File: src/rtl/core_pkg.sv
// ============================================================================
// Module      : core_pkg
// Description : Shared types and constants for the core sequencer.
// Revision    : 1.0 - initial release
// ============================================================================
`default_nettype none

package core_pkg;

    localparam int PC_W    = 12;
    localparam int INSTR_W = 16;
    localparam int REG_W   = 8;
    localparam int OP_W    = 4;

    typedef enum logic [2:0] {
        ST_IDLE   = 3'd0,
        ST_FETCH  = 3'd1,
        ST_DECODE = 3'd2,
        ST_EXEC   = 3'd3,
        ST_MEM    = 3'd4,
        ST_HALT   = 3'd5
    } state_t;

    localparam logic [OP_W-1:0] OP_JMPC = 4'b1000;
    localparam logic [OP_W-1:0] OP_JMPD = 4'b1001;
    localparam logic [OP_W-1:0] OP_JMPS = 4'b1010;
    localparam logic [OP_W-1:0] OP_RET  = 4'b1011;
    localparam logic [OP_W-1:0] OP_MEMR = 4'b1100;
    localparam logic [OP_W-1:0] OP_MEMW = 4'b1101;
    localparam logic [OP_W-1:0] OP_LDI  = 4'b1110;
    localparam logic [OP_W-1:0] OP_HALT = 4'b1111;

    // ALU (00xx), SRU (01xx) and LDI write the register file from EXEC.
    function automatic logic writes_rf_in_exec(input logic [OP_W-1:0] op);
        return (op[3:2] == 2'b00) || (op[3:2] == 2'b01) || (op == OP_LDI);
    endfunction

endpackage

`default_nettype wire

File: src/rtl/ret_stack.sv
// ============================================================================
// Module      : ret_stack
// Description : Circular return-address stack with saturating occupancy.
// Revision    : 1.0 - initial release
// ============================================================================
`default_nettype none

module ret_stack #(
    parameter int DEPTH = 8,
    parameter int WIDTH = 12
) (
    input  logic             clk,
    input  logic             rst,
    input  logic             clear,
    input  logic             push,
    input  logic             pop,
    input  logic [WIDTH-1:0] push_data,
    output logic             full,
    output logic             empty,
    output logic [WIDTH-1:0] top
);

    localparam int              C_AW    = $clog2(DEPTH);
    localparam logic [C_AW:0]   C_FULL  = (C_AW + 1)'(DEPTH);
    localparam logic [C_AW:0]   C_ONE_S = (C_AW + 1)'(1);
    localparam logic [C_AW-1:0] C_ONE_A = C_AW'(1);

    logic [WIDTH-1:0] r_mem [DEPTH];
    logic [C_AW-1:0]  r_wr;
    logic [C_AW:0]    r_sp;
    logic [C_AW-1:0]  w_rd;

    // The write index wraps freely, so an overflowing push lands on the oldest
    // entry and an underflowing pop reads whatever slot lies below.
    assign w_rd  = r_wr - C_ONE_A;
    assign top   = r_mem[w_rd];
    assign full  = (r_sp == C_FULL);
    assign empty = (r_sp == '0);

    always_ff @(posedge clk) begin
        if (rst || clear) begin
            r_wr <= '0;
            r_sp <= '0;
        end else if (push) begin
            r_wr <= r_wr + C_ONE_A;
            if (!full) begin
                r_sp <= r_sp + C_ONE_S;
            end
        end else if (pop) begin
            r_wr <= w_rd;
            if (!empty) begin
                r_sp <= r_sp - C_ONE_S;
            end
        end
    end

    always_ff @(posedge clk) begin
        if (push && !rst && !clear) begin
            r_mem[r_wr] <= push_data;
        end
    end

endmodule

`default_nettype wire

File: src/rtl/core_sequencer.sv
// ============================================================================
// Module      : core_sequencer
// Description : Multi-cycle instruction sequencer with a return stack.
//               Define SEQ_STACK_GUARD_EN to halt on stack over/underflow.
// Revision    : 1.0 - initial release
// ============================================================================
`default_nettype none

module core_sequencer
    import core_pkg::*;
#(
    parameter logic [PC_W-1:0] START_PC    = 12'd3,
    parameter int              STACK_DEPTH = 8
) (
    input  logic                clk,
    input  logic                rst,
    input  logic                start,
    output logic [PC_W-1:0]     imem_addr,
    input  logic [INSTR_W-1:0]  imem_data,
    output logic [INSTR_W-1:0]  ir,
    input  logic [REG_W-1:0]    jmp_reg,
    input  logic                cond_zero,
    output logic                rf_we,
    output logic                dmem_we,
    output logic [PC_W-1:0]     pc,
    output logic                running,
    output logic                halted,
    output logic                stack_err
);

`ifdef SEQ_STACK_GUARD_EN
    localparam bit C_GUARD_EN = 1'b1;
`else
    localparam bit C_GUARD_EN = 1'b0;
`endif

    state_t             r_state;
    logic [PC_W-1:0]    r_pc;
    logic [INSTR_W-1:0] r_ir;
    logic               r_stack_err;

    logic [OP_W-1:0]    w_op;
    logic [PC_W-1:0]    w_pc_inc;
    logic [PC_W-1:0]    w_jmp_target;
    logic [PC_W-1:0]    w_pc_next;
    logic [PC_W-1:0]    w_stack_top;
    logic               w_in_exec;
    logic               w_is_jmps;
    logic               w_is_ret;
    logic               w_stk_full;
    logic               w_stk_empty;
    logic               w_fault;
    logic               w_push;
    logic               w_pop;
    logic               w_clear;

    assign w_op         = r_ir[INSTR_W-1:INSTR_W-OP_W];
    assign w_pc_inc     = r_pc + 12'd1;
    assign w_jmp_target = {{(PC_W - REG_W){1'b0}}, jmp_reg};
    assign w_in_exec    = (r_state == ST_EXEC);
    assign w_is_jmps    = w_in_exec && (w_op == OP_JMPS);
    assign w_is_ret     = w_in_exec && (w_op == OP_RET);

    // A guarded fault freezes pc and the stack; without the guard this is constant 0.
    assign w_fault = C_GUARD_EN && ((w_is_jmps && w_stk_full) || (w_is_ret && w_stk_empty));
    assign w_push  = w_is_jmps && !w_fault;
    assign w_pop   = w_is_ret && !w_fault;
    assign w_clear = start && ((r_state == ST_IDLE) || (r_state == ST_HALT));

    ret_stack #(
        .DEPTH (STACK_DEPTH),
        .WIDTH (PC_W)
    ) u_ret_stack (
        .clk       (clk),
        .rst       (rst),
        .clear     (w_clear),
        .push      (w_push),
        .pop       (w_pop),
        .push_data (w_pc_inc),
        .full      (w_stk_full),
        .empty     (w_stk_empty),
        .top       (w_stack_top)
    );

    always_comb begin
        w_pc_next = w_pc_inc;
        case (w_op)
            OP_JMPC: if (cond_zero) w_pc_next = w_jmp_target;
            OP_JMPD: w_pc_next = r_ir[PC_W-1:0];
            OP_JMPS: w_pc_next = w_jmp_target;
            OP_RET:  w_pc_next = w_stack_top;
            default: ;
        endcase
    end

    always_ff @(posedge clk) begin
        if (rst) begin
            r_state     <= ST_IDLE;
            r_pc        <= '0;
            r_ir        <= '0;
            r_stack_err <= 1'b0;
        end else begin
            case (r_state)
                ST_IDLE: begin
                    if (start) begin
                        r_state <= ST_FETCH;
                        r_pc    <= START_PC;
                    end
                end
                ST_FETCH: begin
                    r_state <= ST_DECODE;
                end
                ST_DECODE: begin
                    r_ir    <= imem_data;
                    r_state <= ST_EXEC;
                end
                ST_EXEC: begin
                    if (w_op == OP_HALT) begin
                        r_state <= ST_HALT;
                    end else if (w_fault) begin
                        r_state     <= ST_HALT;
                        r_stack_err <= 1'b1;
                    end else if ((w_op == OP_MEMR) || (w_op == OP_MEMW)) begin
                        r_state <= ST_MEM;
                    end else begin
                        r_state <= ST_FETCH;
                        r_pc    <= w_pc_next;
                    end
                end
                ST_MEM: begin
                    r_state <= ST_FETCH;
                    r_pc    <= w_pc_inc;
                end
                ST_HALT: begin
                    if (start) begin
                        r_state <= ST_FETCH;
                        r_pc    <= START_PC;
                    end
                end
                default: begin
                    r_state <= ST_IDLE;
                end
            endcase
        end
    end

    // Strobes are masked by rst so an aborted instruction never writes.
    assign rf_we   = !rst && ((w_in_exec && writes_rf_in_exec(w_op)) ||
                              ((r_state == ST_MEM) && (w_op == OP_MEMR)));
    assign dmem_we = !rst && w_in_exec && (w_op == OP_MEMW);

    assign imem_addr = r_pc;
    assign pc        = r_pc;
    assign ir        = r_ir;
    assign running   = (r_state != ST_IDLE) && (r_state != ST_HALT);
    assign halted    = (r_state == ST_HALT);
    assign stack_err = r_stack_err;

endmodule

`default_nettype wire

File: config.mk
export PLATFORM = sky130hd
export DESIGN_NAME = core_sequencer
export DESIGN_NICKNAME = d
export VERILOG_FILES = /design/src/rtl/core_pkg.sv /design/src/rtl/ret_stack.sv /design/src/rtl/core_sequencer.sv
export SDC_FILE = /design/constraint.sdc
export NUM_CORES = 1
export LEC_CHECK = 0
export BUFFER_PORTS_ARGS = -buffer_cell sky130_fd_sc_hd__buf_2
export CAP_MARGIN = 20
export CORE_MARGIN = 3
export CORE_UTILIZATION = 44
export DETAILED_ROUTE_END_ITERATION = 8
export GPL_TIMING_DRIVEN = 0
export HOLD_SLACK_MARGIN = 0.08
export PLACE_DENSITY = 0.71
export SKIP_LAST_GASP = 1
export SYNTH_ARGS = -nofsm -noshare
export SYNTH_HDL_FRONTEND = slang
export SYNTH_HIERARCHICAL = 1
export SYNTH_SLANG_ARGS = --single-unit
File: constraint.sdc
create_clock -name clk -period 4.4 [get_ports clk]
set_clock_uncertainty 0.05 [all_clocks]
set_input_delay 0.22 -clock clk [delete_from_list [all_inputs] [get_ports clk]]
set_output_delay 0.22 -clock clk [all_outputs]
set_load 0.01 [all_outputs]
Word-level counts from Yosys, hierarchy flattened --
Memories as Yosys holds them, arrays and structs flattened. Cells that the tools add are included.
Operators by class: $add $sub $neg 3, equal/unequal tests 18, mux-type cells 14, reductions and logical operators 26
Operators by type and width (number):
- 12-bit 2-to-1 mux | 4
- 12-bit one-hot mux with 4 select lines | 1
- 12-bit one-hot mux with 3 select lines | 1
- 4-bit equality test (second input constant) | 8
- 3-bit 2-to-1 mux | 5
- 3-bit one-hot mux with 5 select lines | 1
- 12-bit by 1-bit adder with 12-bit output (second input constant) | 1
- 1-bit logical AND | 11
- 3-bit by 2-bit equality test with 1-bit output (second input constant) | 2
- 3-bit equality test (second input constant) | 2
- 1-bit logical OR | 6
- 3-bit nonzero test | 2
- 2-bit != test (second input constant) | 2
- 4-bit AND reduction | 1
- 3-bit by 1-bit adder with 3-bit output (second input constant) | 1
- 3-bit by 1-bit equality test with 1-bit output (second input constant) | 1
- 3-bit zero test | 1
- 3-bit != test (second input constant) | 1
- 3-bit by 1-bit subtractor with 3-bit output (second input constant) | 1
- 2-bit by 1-bit equality test with 1-bit output (second input constant) | 1
- 1-bit zero test | 2
- 2-bit zero test | 1
- 1-bit 2-to-1 mux | 2
- 2-bit by 1-bit != test with 1-bit output (second input constant) | 1
- 2 further kinds | 2
Word-level totals: bits in registers 34, memory bits (writable) 96, bits of input ports 28, output and inout port bits 45, logic and storage cells 66, memories kept 1
Memory list:
- u_ret_stack.r_mem | depth 8, width 12, rd ports 1, clocked after Yosys merged registers in 0, write ports 1, line ret_stack.sv:28 | logic [WIDTH-1:0] r_mem [DEPTH];

Depth between registers and ports, before layout --
Gate-level depths: netlist of the first run.
depth in word-level cells 7, mapped depth 13, gate-level depth less buffers 9

Modules after synthesis --
Netlist of the first run, hierarchy kept.
By module, submodules not included:
- ret_stack | times used 1, cells each 205, area each 4189.0 µm², sequential area each 3022.9 µm²
- core_sequencer | times used 1, cells each 287, area each 2058.2 µm², sequential area each 620.6 µm²

Least setup slack after synthesis of the first run --
Ideal clock, no wire load.
path type reg-to-reg, start point register u_ret_stack.r_wr[0], end point register r_pc[6], in the netlist imem_addr[6], setup time 132 ps, data arrival time 2634 ps, required time 4218 ps, setup slack 1585 ps, stages on the path, launching flop included 14, buffers on the path 4, clock period less this slack 2815 ps, path through dfxtp_1 > buf_6 > buf_6 > inv_1 > ha_1 > clkbuf_1 > buf_2 > mux4_2 > mux2_4 > mux2_2 > nand2_1 > a21oi_1 > a211oi_1 > nor3_1
Between the ends: word-level cells in the longest chain between the ends 6
RTL lines:
- start, declared | line ret_stack.sv:29 | logic [C_AW-1:0] r_wr;
- start signal, assigned | line ret_stack.sv:45 | r_wr <= r_wr + C_ONE_A;
- start signal, assigned | line ret_stack.sv:50 | r_wr <= w_rd;
- 3-bit by 1-bit subtractor with 3-bit output | line ret_stack.sv:35 | assign w_rd = r_wr - C_ONE_A;
- memory read 8 x 12 bit
- net w_stack_top[6] | line core_sequencer.sv:46 | logic [PC_W-1:0] w_stack_top;
- 12-bit one-hot mux with 4 select lines | line core_sequencer.sv:87 | case (w_op)
- 12-bit 2-to-1 mux | line core_sequencer.sv:123 | end else if ((w_op == OP_MEMR) || (w_op == OP_MEMW)) begin
- 12-bit 2-to-1 mux | line core_sequencer.sv:118 | if (w_op == OP_HALT) begin
- 12-bit one-hot mux with 3 select lines | line core_sequencer.sv:103 | case (r_state)
- end signal, assigned | line core_sequencer.sv:127 | r_pc <= w_pc_next;
- end signal, assigned | line core_sequencer.sv:132 | r_pc <= w_pc_inc;
- end, declared | line core_sequencer.sv:38 | logic [PC_W-1:0] r_pc;
The timed path passes the listed nets, and every way through them passes these cells. The select of a mux whose other input is x is not followed. A chain may end at the register's enable or synchronous reset.

Worst setup path after layout of the first run --
start point register u_ret_stack.r_wr[0], end point register r_pc[7], in the netlist imem_addr[7]
The elaborated chain is that of the path after synthesis.

==> results of run 1 <==
==> final timing paths <==
check                               to  slack (ns)  cells after the start
max reg2reg  imem_addr[7]$_SDFFE_PP0P_        0.94                     13
max          imem_addr[7]$_SDFFE_PP0P_        0.94                     13
min            r_state[2]$_SDFFE_PP0N_        0.10                      4
min reg2reg         ir[2]$_SDFFE_PP0N_        0.42                      2
==> final cells by class <==
cell class              count  area, sq um
plain buffers              40          245
clock inverters            15          179
repair buffers             95          606
fillers                  1003         5560
multi-input cells         285         2150
inverters                  11         41.3
flip-flops and latches    130         3560
well taps                 172          215
clock buffers              17          425
==> flip-flops by register name, summed over array words and instances, names as in the netlist <==
| signal | cells |
|---|---|
| u_ret_stack/r_wr | 3 |
| r_state | 3 |
| imem_addr | 12 |
| ir | 16 |
| u_ret_stack/r_mem | 96 |
==> power by group through the flow <==
stage | Combinational, uW | Sequential, uW | Clock (uW)
after floorplan | 318 | 1480 | 0
after global placement | 501 | 1470 | 0
after detailed placement | 511 | 1470 | 0
after CTS | 530 | 1450 | 1450
after global routing | 587 | 1460 | 1510
final | 541 | 1450 | 1450
==> routing by layer <==
metal  GRT usage  part of all wire
met3      0.0516             0.086
met4      0.0749             0.023
met2       0.310              0.47
met1       0.282              0.42
met5           0                 0
==> through the flow <==
step	worst slack [ns]	instances
floorplan	1.58	466
global placement	0.753	709
detailed placement	0.971	717
CTS	0.952	765
global route	0.758	765
finish	0.936	765
==> tightest hold or removal path, stage by stage <==
cell	delay (ns)
buf_2	0.12
inv_1	0.06
a21oi_1	0.06
nor2_1	0.07
==> repair_timing <==
| item | CTS | global route |
|---|---|---|
| endpoints found under the hold margin | 16 | 0 |
| buffers inserted | 0 | 0 |
| hold buffers | 16 | 0 |
==> reports/results.tsv, run 1 <==
stage	metric	value	unit
outcome	status	completed	
final_layout	final_common_cell	edfxtp_1	
pwr	netSwitchingPower	951	uW
routing	ant_nets	0	
pwr	swShare	0.277	
cts	postCtsResizedCells	0	
critical_path	critPathTopFamily	buffers and inverters	
place	io_buffers	71	
run	cap_viol_max_count	0	
cts	cts_buffers	17	
place	globalplace.congestion	0.932	
routing	wirelength	15.0	mm
critical_path	crit_required	4.62	ns
die	start_util	0.461	
routing	route.detailed.drc	0	
timing	relSlewSlack	0.322	
timing	tightest_slew	1.01	ns
yosys	syn_avg_cell_area	12.9	sq um
timing	fin_crit	3.46	ns
die	die_w	123	um
global_routing	grt.total_usage	0.203	
timing	final-setup-viol-count	0	
cts	cts_buffer_depth	2	
die	ioPinCount	73	
timing	slew_violations	0	
final_layout	utilization	0.572	
global_routing	grt_max_degree	17	
final_layout	design_area	7420	sq um
critical_path	cp.arrival	3.68	ns
global_routing	antenna_found_initial	0	
global_routing	grt-ovfl-total	0	
die	die_area	15000	sq um
place	dpl-instance-area	6660	sq um
timing	rsz0062_at_grt	no	
critical_path	path_buf_inv	5	
critical_path	cp-end-kind	flip-flop	
final_layout	antenna_cells	0	
hold_path	hp-start	start	
pwr	seqPwrFrac	0.422	
cts	htreeDepth	4	
routing	num_vias	4258	
pwr	clkPwrFrac	0.421	
timing	hold_violations	0	
yosys	syn_inst	466	
cts	clkLatencyLatePin	0.41	ns
cts	clk_pin_slew	0.06	ns
global_routing	grt_pass1_wl	22.4	mm
cts	root_buffer	clkbuf_16	
pwr	p_leak	0.00277	uW
final_layout	mostFrequentLayoutCells	edfxtp_1 (96), buf_2 (80), nand2_1 (53)	
pwr	vdd_drop_max	0.377	mV
pwr	p_int	2490	uW
final_layout	layout-drive-gt1-share	0.304	
die	die_h	123	um
routing	viasPerCell	5.57	
critical_path	rr_startpoint	u_ret_stack/r_wr[0]$_SDFFE_PP0P_	
pwr	power_density	463	nW/um^2
yosys	synth_nets	497	
routing	wire_per_inst	19.6	um
hold_path	hold_path_class	in2reg	
pwr	power_frac_comb	0.157	
timing	timing.fmax	289	MHz
yosys	yosys_warnings	6	
critical_path	cpPeakStageDelay	0.39	ns
place	dpl.hpwl	10.4	mm
cts	cts_sinks	130	
pwr	p_total	3440	uW
final_layout	area_growth	24.0	%
routing	firstDrtPassIters	6	
critical_path	startpoint_type	flip-flop	
global_routing	first_global_vias	4151	
yosys	synthesis.area	5990	sq um
critical_path	crit_path_max_fanout	10	
timing	fin_tns_setup	0	ns
routing	first_iter_violations	598	
critical_path	critPathSlowestCell	buf_2	
cts	tritoncts	done	
critical_path	startpoint	u_ret_stack/r_wr[0]$_SDFFE_PP0P_	
critical_path	path_class	reg2reg	
timing	period_share	0.787	
timing	whs	0.105	ns
final_layout	final_nets	611	
die	rows	41	
critical_path	crit_chain	buf_6 > buf_6 > inv_1 > ha_1 > clkbuf_1 > buf_2 > mux4_2 > mux2_4 > mux2_2 > nand2_1 > a21oi_1 > o21ai_0 > a21oi_1	
die	core	13000	sq um
Note: power is estimated with default switching activity, not from simulation.
==> run 2: changes to the inputs <==
- clock period: 4.4 -> 3.6 ns (I/O delays scaled with it)
==> run 2 against run 1 <==
  * Register-to-register slack worse by 0.63 ns
  * Fmax is 5.3% higher
  * Die area stayed put
  * Non-clock buffer count stayed put
  * Clock power is 22% higher
  * Count of clock-buffer cells in the layout stayed put
  * Power is 22% higher
  * Critical endpoint unchanged
==> reports/results.tsv, run 2 (synthesized netlist as in run 1, its figures left out) <==
stage	metric	value	unit
outcome	status	completed	
cts	postCtsResizedCells	0	
die	core	13000	sq um
global_routing	grt_pass1_wl	22.4	mm
pwr	p_total	4210	uW
critical_path	cp.arrival	3.51	ns
die	die_h	123	um
cts	postCtsSetupRepairBufs	0	
run	cap_viol_max_count	0	
place	io_buffers	71	
final_layout	layout-drive-gt1-share	0.304	
critical_path	cp-end-kind	flip-flop	
cts	htreeDepth	4	
cts	cts_buffer_depth	2	
timing	whs	0.176	ns
timing	period_share	0.914	
pwr	p_leak	0.00278	uW
timing	fin_crit	3.29	ns
routing	firstDrtPassIters	5	
timing	timing.fmax	304	MHz
global_routing	grt-ovfl-total	0	
final_layout	top_register	u_ret_stack/r_mem	
final_layout	mostFrequentLayoutCells	edfxtp_1 (96), buf_2 (80), nand2_1 (53)	
final_layout	fill_cells	1003	
cts	clkLatencyLatePin	0.41	ns
global_routing	grt.total_usage	0.203	
critical_path	crit_chain	buf_6 > buf_6 > inv_1 > ha_1 > buf_2 > mux4_2 > mux2_4 > mux2_2 > nand2_1 > a21oi_1 > o21ai_0 > a21oi_1	
place	pre_cts_slack	0.171	ns
place	globalplace.congestion	0.932	
die	ioPinCount	73	
die	rows	41	
global_routing	gr-max-usage-layer	met2	
cts	root_buffer	clkbuf_16	
cts	clk_pin_slew	0.06	ns
critical_path	path_buf_inv	4	
routing	wire_per_inst	19.6	um
pwr	power_density	566	nW/um^2
critical_path	critPathSlowestCell	ha_1	
cts	cts_buffers	17	
die	die_area	15000	sq um
critical_path	crit_path_max_fanout	10	
timing	setup_ws	0.311	ns
pwr	vdd_drop_max	0.461	mV
hold_path	hold_path_class	in2reg	
final_layout	multiInputGateArea	2150	sq um
place	dpl-instance-area	6660	sq um
final_layout	design_area	7430	sq um
final_layout	final_nets	611	
final_layout	area_growth	24.1	%
timing	tightest_slew	0.963	ns
place	dpl.hpwl	10.4	mm
routing	wirelength	15.0	mm
timing	rsz0062_at_grt	no	
critical_path	cpPeakStageDelay	0.50	ns
final_layout	antenna_cells	0	
timing	hold_violations	0	
critical_path	critPathTopFamily	multiplexers	
global_routing	use_met1	0.282	
global_routing	first_global_vias	4152	
global_routing	antenna_found_initial	0	
timing	slew_violations	0	
timing	relSlewSlack	0.351	
routing	viasPerCell	5.66	
place	dp_cells	717	
critical_path	crit_required	3.82	ns
routing	num_vias	4329	
die	die_w	123	um
final_layout	final_common_cell	edfxtp_1	
final_layout	stdcell_count	765	
critical_path	startpoint_type	flip-flop	
routing	first_iter_violations	602	
routing	route.detailed.drc	0	
global_routing	met2_usage	0.310	
die	start_util	0.461	
cts	tritoncts	done	
cts	cts_sinks	130	
critical_path	path_class	reg2reg	
final_layout	largest_reg_flops	96	
global_routing	grt_max_degree	17	
timing	final-setup-viol-count	0	
routing	ant_nets	0	
global_routing	use_met3	0.0516	
final_layout	regArea	3560	sq um
run 2: worst reg2reg max path: stages, from the launching register on:
cell	delay [ns]
dfxtp_1	0.35
buf_6	0.17
buf_6	0.21
inv_1	0.11
ha_1	0.50
buf_2	0.38
mux4_2	0.36
mux2_4	0.28
mux2_2	0.27
nand2_1	0.08
a21oi_1	0.07
o21ai_0	0.24
a21oi_1	0.09
run 2: layer usage:
| metal | wire [um] | vias up |
|---|---|---|
| li1 | - | 1945 |
| met1 | 6400 | 2143 |
| met4 | 363 | 0 |
| met2 | 7010 | 210 |
| met3 | 1210 | 31 |
| met5 | 0 | - |
run 2: path summary, 6_finish.rpt:
kind | startpoint | end | slack (ns) | depth (start not counted)
setup / recovery | u_ret_stack/r_wr[0]$_SDFFE_PP0P_ | imem_addr[7]$_SDFFE_PP0P_ | 0.31 | 12
setup reg to reg | u_ret_stack/r_wr[0]$_SDFFE_PP0P_ | imem_addr[7]$_SDFFE_PP0P_ | 0.31 | 12
hold reg to reg | ir[1]$_SDFFE_PP0N_ | ir[1]$_SDFFE_PP0N_ | 0.42 | 2
hold / removal | rst | u_ret_stack/r_wr[0]$_SDFFE_PP0P_ | 0.18 | 4
run 2: final cells by class:
class                   count  share of cell area
multi-input cells         285               0.289
plain buffers              39              0.0325
inverters                  11             0.00556
clock inverters            15              0.0241
repair buffers             96              0.0829
well taps                 172              0.0290
clock buffers              17              0.0573
flip-flops and latches    130               0.480
run 2: through the flow:
step / util / TNS, ns
after floorplan: - / 0
after global placement: 0.505 / -1.06
after detailed placement: 0.513 / 0
after CTS: 0.573 / 0
after global routing: 0.572 / 0
final: 0.572 / 0
run 2: what timing repair did:
item                                    in CTS  in global routing
hold buffers                                17                  0
endpoints found under the hold margin       17                  0
endpoints found under the setup margin       0                  6
run 2: power by group:
part / internal [uW] / total [uW] / switching, uW / leakage (uW)
clock network: 1090 / 1770 / 673 / 0.000288
logic: 241 / 664 / 423 / 0.00133
registers: 1710 / 1770 / 68.3 / 0.00116
==> run 3: changes to the inputs <==
- CELL_PAD_IN_SITES_DETAIL_PLACEMENT: unset -> 1
- CELL_PAD_IN_SITES_GLOBAL_PLACEMENT: unset -> 2
- CORE_UTILIZATION: 44 -> 40
- PLACE_DENSITY: 0.71 -> 0.87
==> run 3 against run 2 <==
  * Utilization shrank 6.2 points
  * Non-clock buffer count is the same
  * Critical path type unchanged
  * Power grew 0.76%
==> reports/results.tsv, run 3 (synthesized netlist as in run 1, its figures left out) <==
stage	metric	value	unit
routing	viasPerCell	5.55	
routing	route.detailed.drc	0	
place	io_buffers	71	
hold_path	min_to	u_ret_stack/r_wr[2]$_SDFFE_PP0P_	
routing	wirelength	16.9	mm
pwr	vdd_drop_max	0.403	mV
pwr	clkPwrFrac	0.423	
timing	slew_violations	0	
routing	firstDrtPassIters	5	
pwr	p_leak	0.00278	uW
pwr	power_density	569	nW/um^2
critical_path	crit_required	3.83	ns
timing	rsz0062_at_grt	no	
final_layout	area_growth	24.4	%
pwr	seqPwrFrac	0.419	
outcome	status	completed	
cts	cts_sinks	130	
cts	clk_pin_slew	0.06	ns
final_layout	final_common_cell	edfxtp_1	
critical_path	path_class	reg2reg	
place	globalplace.congestion	0.825	
place	dpl.hpwl	12.0	mm
cts	root_buffer	clkbuf_16	
cts	htreeDepth	4	
die	ioPinCount	73	
timing	tightest_slew	0.959	ns
die	die_h	128	um
die	start_util	0.410	
critical_path	rr_startpoint	u_ret_stack/r_wr[0]$_SDFFE_PP0P_	
run	cap_viol_max_count	0	
final_layout	layout-drive-gt1-share	0.304	
critical_path	cp.arrival	3.61	ns
final_layout	mostFrequentLayoutCells	edfxtp_1 (96), buf_2 (79), nand2_1 (53)	
routing	first_iter_violations	392	
global_routing	grt.total_usage	0.213	
pwr	swShare	0.281	
hold_path	worstHoldPathCells	4	
die	core	14600	sq um
final_layout	antenna_cells	0	
final_layout	stdcell_count	777	
die	die_area	16500	sq um
timing	hold_violations	0	
critical_path	startpoint_type	flip-flop	
pwr	p_int	3050	uW
critical_path	r2r_end	imem_addr[7]$_SDFFE_PP0P_	
critical_path	cp-end-kind	flip-flop	
pwr	netSwitchingPower	1190	uW
cts	cts_buffer_depth	2	
final_layout	fill_cells	1494	
final_layout	largest_reg_flops	96	
timing	period_share	0.938	
global_routing	grt-ovfl-total	0	
critical_path	reg2reg_slack	0.22	ns
cts	clkLatencyLatePin	0.42	ns
critical_path	rr_worst_depth	12	
timing	fin_tns_setup	0	ns
cts	cts_buffers	17	
routing	num_vias	4309	
die	die_w	128	um
routing	wire_per_inst	21.8	um
critical_path	crit_path_max_fanout	10	
global_routing	grt_pass1_wl	25.7	mm
timing	relSlewSlack	0.354	
timing	final-setup-viol-count	0	
timing	timing.fmax	296	MHz
final_layout	top_register	u_ret_stack/r_mem	
place	dp_cells	729	
timing	fin_crit	3.38	ns
cts	tritoncts	done	
final_layout	final_nets	611	
global_routing	antenna_found_initial	0	
routing	ant_nets	0	
global_routing	first_global_vias	4397	
hold_path	hp-start	rst	
pwr	power_frac_comb	0.158	
global_routing	grt_max_degree	17	
hold_path	hold_path_class	in2reg	
die	rows	44	
-- run 3: changes by cell type in the layout (fill, tap and decap cells not counted), sizes merged --
| cell | before | now |
|---|---|---|
| clkbuf | 28 | 30 |
| buf | 107 | 106 |
| clkinvlp | 3 | 2 |
-- run 3: worst max-delay path by stage --
stage	startpoint	endpoint	cells after the start
4_1_cts	u_ret_stack/r_wr[0]$_SDFFE_PP0P_	imem_addr[7]$_SDFFE_PP0P_	12
3_5_place_dp	u_ret_stack/r_wr[0]$_SDFFE_PP0P_	imem_addr[5]$_SDFFE_PP0P_	13
6_report	u_ret_stack/r_wr[0]$_SDFFE_PP0P_	imem_addr[7]$_SDFFE_PP0P_	12
2_1_floorplan	u_ret_stack/r_wr[0]$_SDFFE_PP0P_	imem_addr[6]$_SDFFE_PP0P_	13
5_1_grt	u_ret_stack/r_wr[0]$_SDFFE_PP0P_	imem_addr[7]$_SDFFE_PP0P_	12
3_3_place_gp	r_state[0]$_SDFFE_PP0N_	u_ret_stack/r_mem[1][5]$_DFFE_PP_	7
-- run 3: layout make-up --
cell class	instances	area [sq um]	area share
Multi-Input combinational cell	285	2150	0.289
Buffer	39	244	0.0327
Clock buffer	18	429	0.0576
Timing Repair Buffer	96	616	0.0826
Tap cell	184	230	0.0309
Inverter	11	41.3	0.00554
Sequential cell	130	3560	0.478
Clock inverter	14	178	0.0238
-- run 3: stage by stage --
stage                util  setup WS, ns  total power [uW]  cell area, sq um  hold WS, ns
floorplan               -         0.785              2200              5990        0.266
global placement    0.451        -0.121              2430              6570        0.374
detailed placement  0.457       -0.0206              2450              6670        0.383
CTS                 0.510         0.104              4270              7450        0.138
global route        0.511        0.0201              4420              7450        0.154
finish              0.511         0.222              4240              7450        0.144
-- run 3: power groups by stage --
stage	Sequential, uW	Clock, uW	Combinational (uW)
after detailed placement	1810	0	649
after global routing	1780	1890	739
final	1770	1790	671
after CTS	1770	1820	670
after floorplan	1810	0	389
after global placement	1800	0	623
-- run 3: critical path, stage by stage, from the launching register on --
cell     delay (ns)
dfxtp_1        0.35
buf_6          0.19
buf_6          0.22
inv_1          0.12
ha_2           0.49
buf_2          0.36
mux4_2         0.36
mux2_4         0.30
mux2_2         0.26
nand2_1        0.10
a21oi_1        0.09
o21ai_0        0.24
a21oi_1        0.08
-- run 3: timing repair --
action	CTS	global route
endpoints found under the hold margin	17	0
hold buffers	17	0
setup endpoints to repair	5	2
setup buffers	0	0
resized for setup	0	2
-- run 3: per-layer routing --
metal,part of all wire,track usage,wire length (um),vias to the layer above
met5,0,0,0,-
met2,0.50,0.353,8520,142
met1,0.43,0.279,7230,2201
met3,0.059,0.0631,994,13
met4,0.011,0.0474,188,0
li1,-,-,-,1953
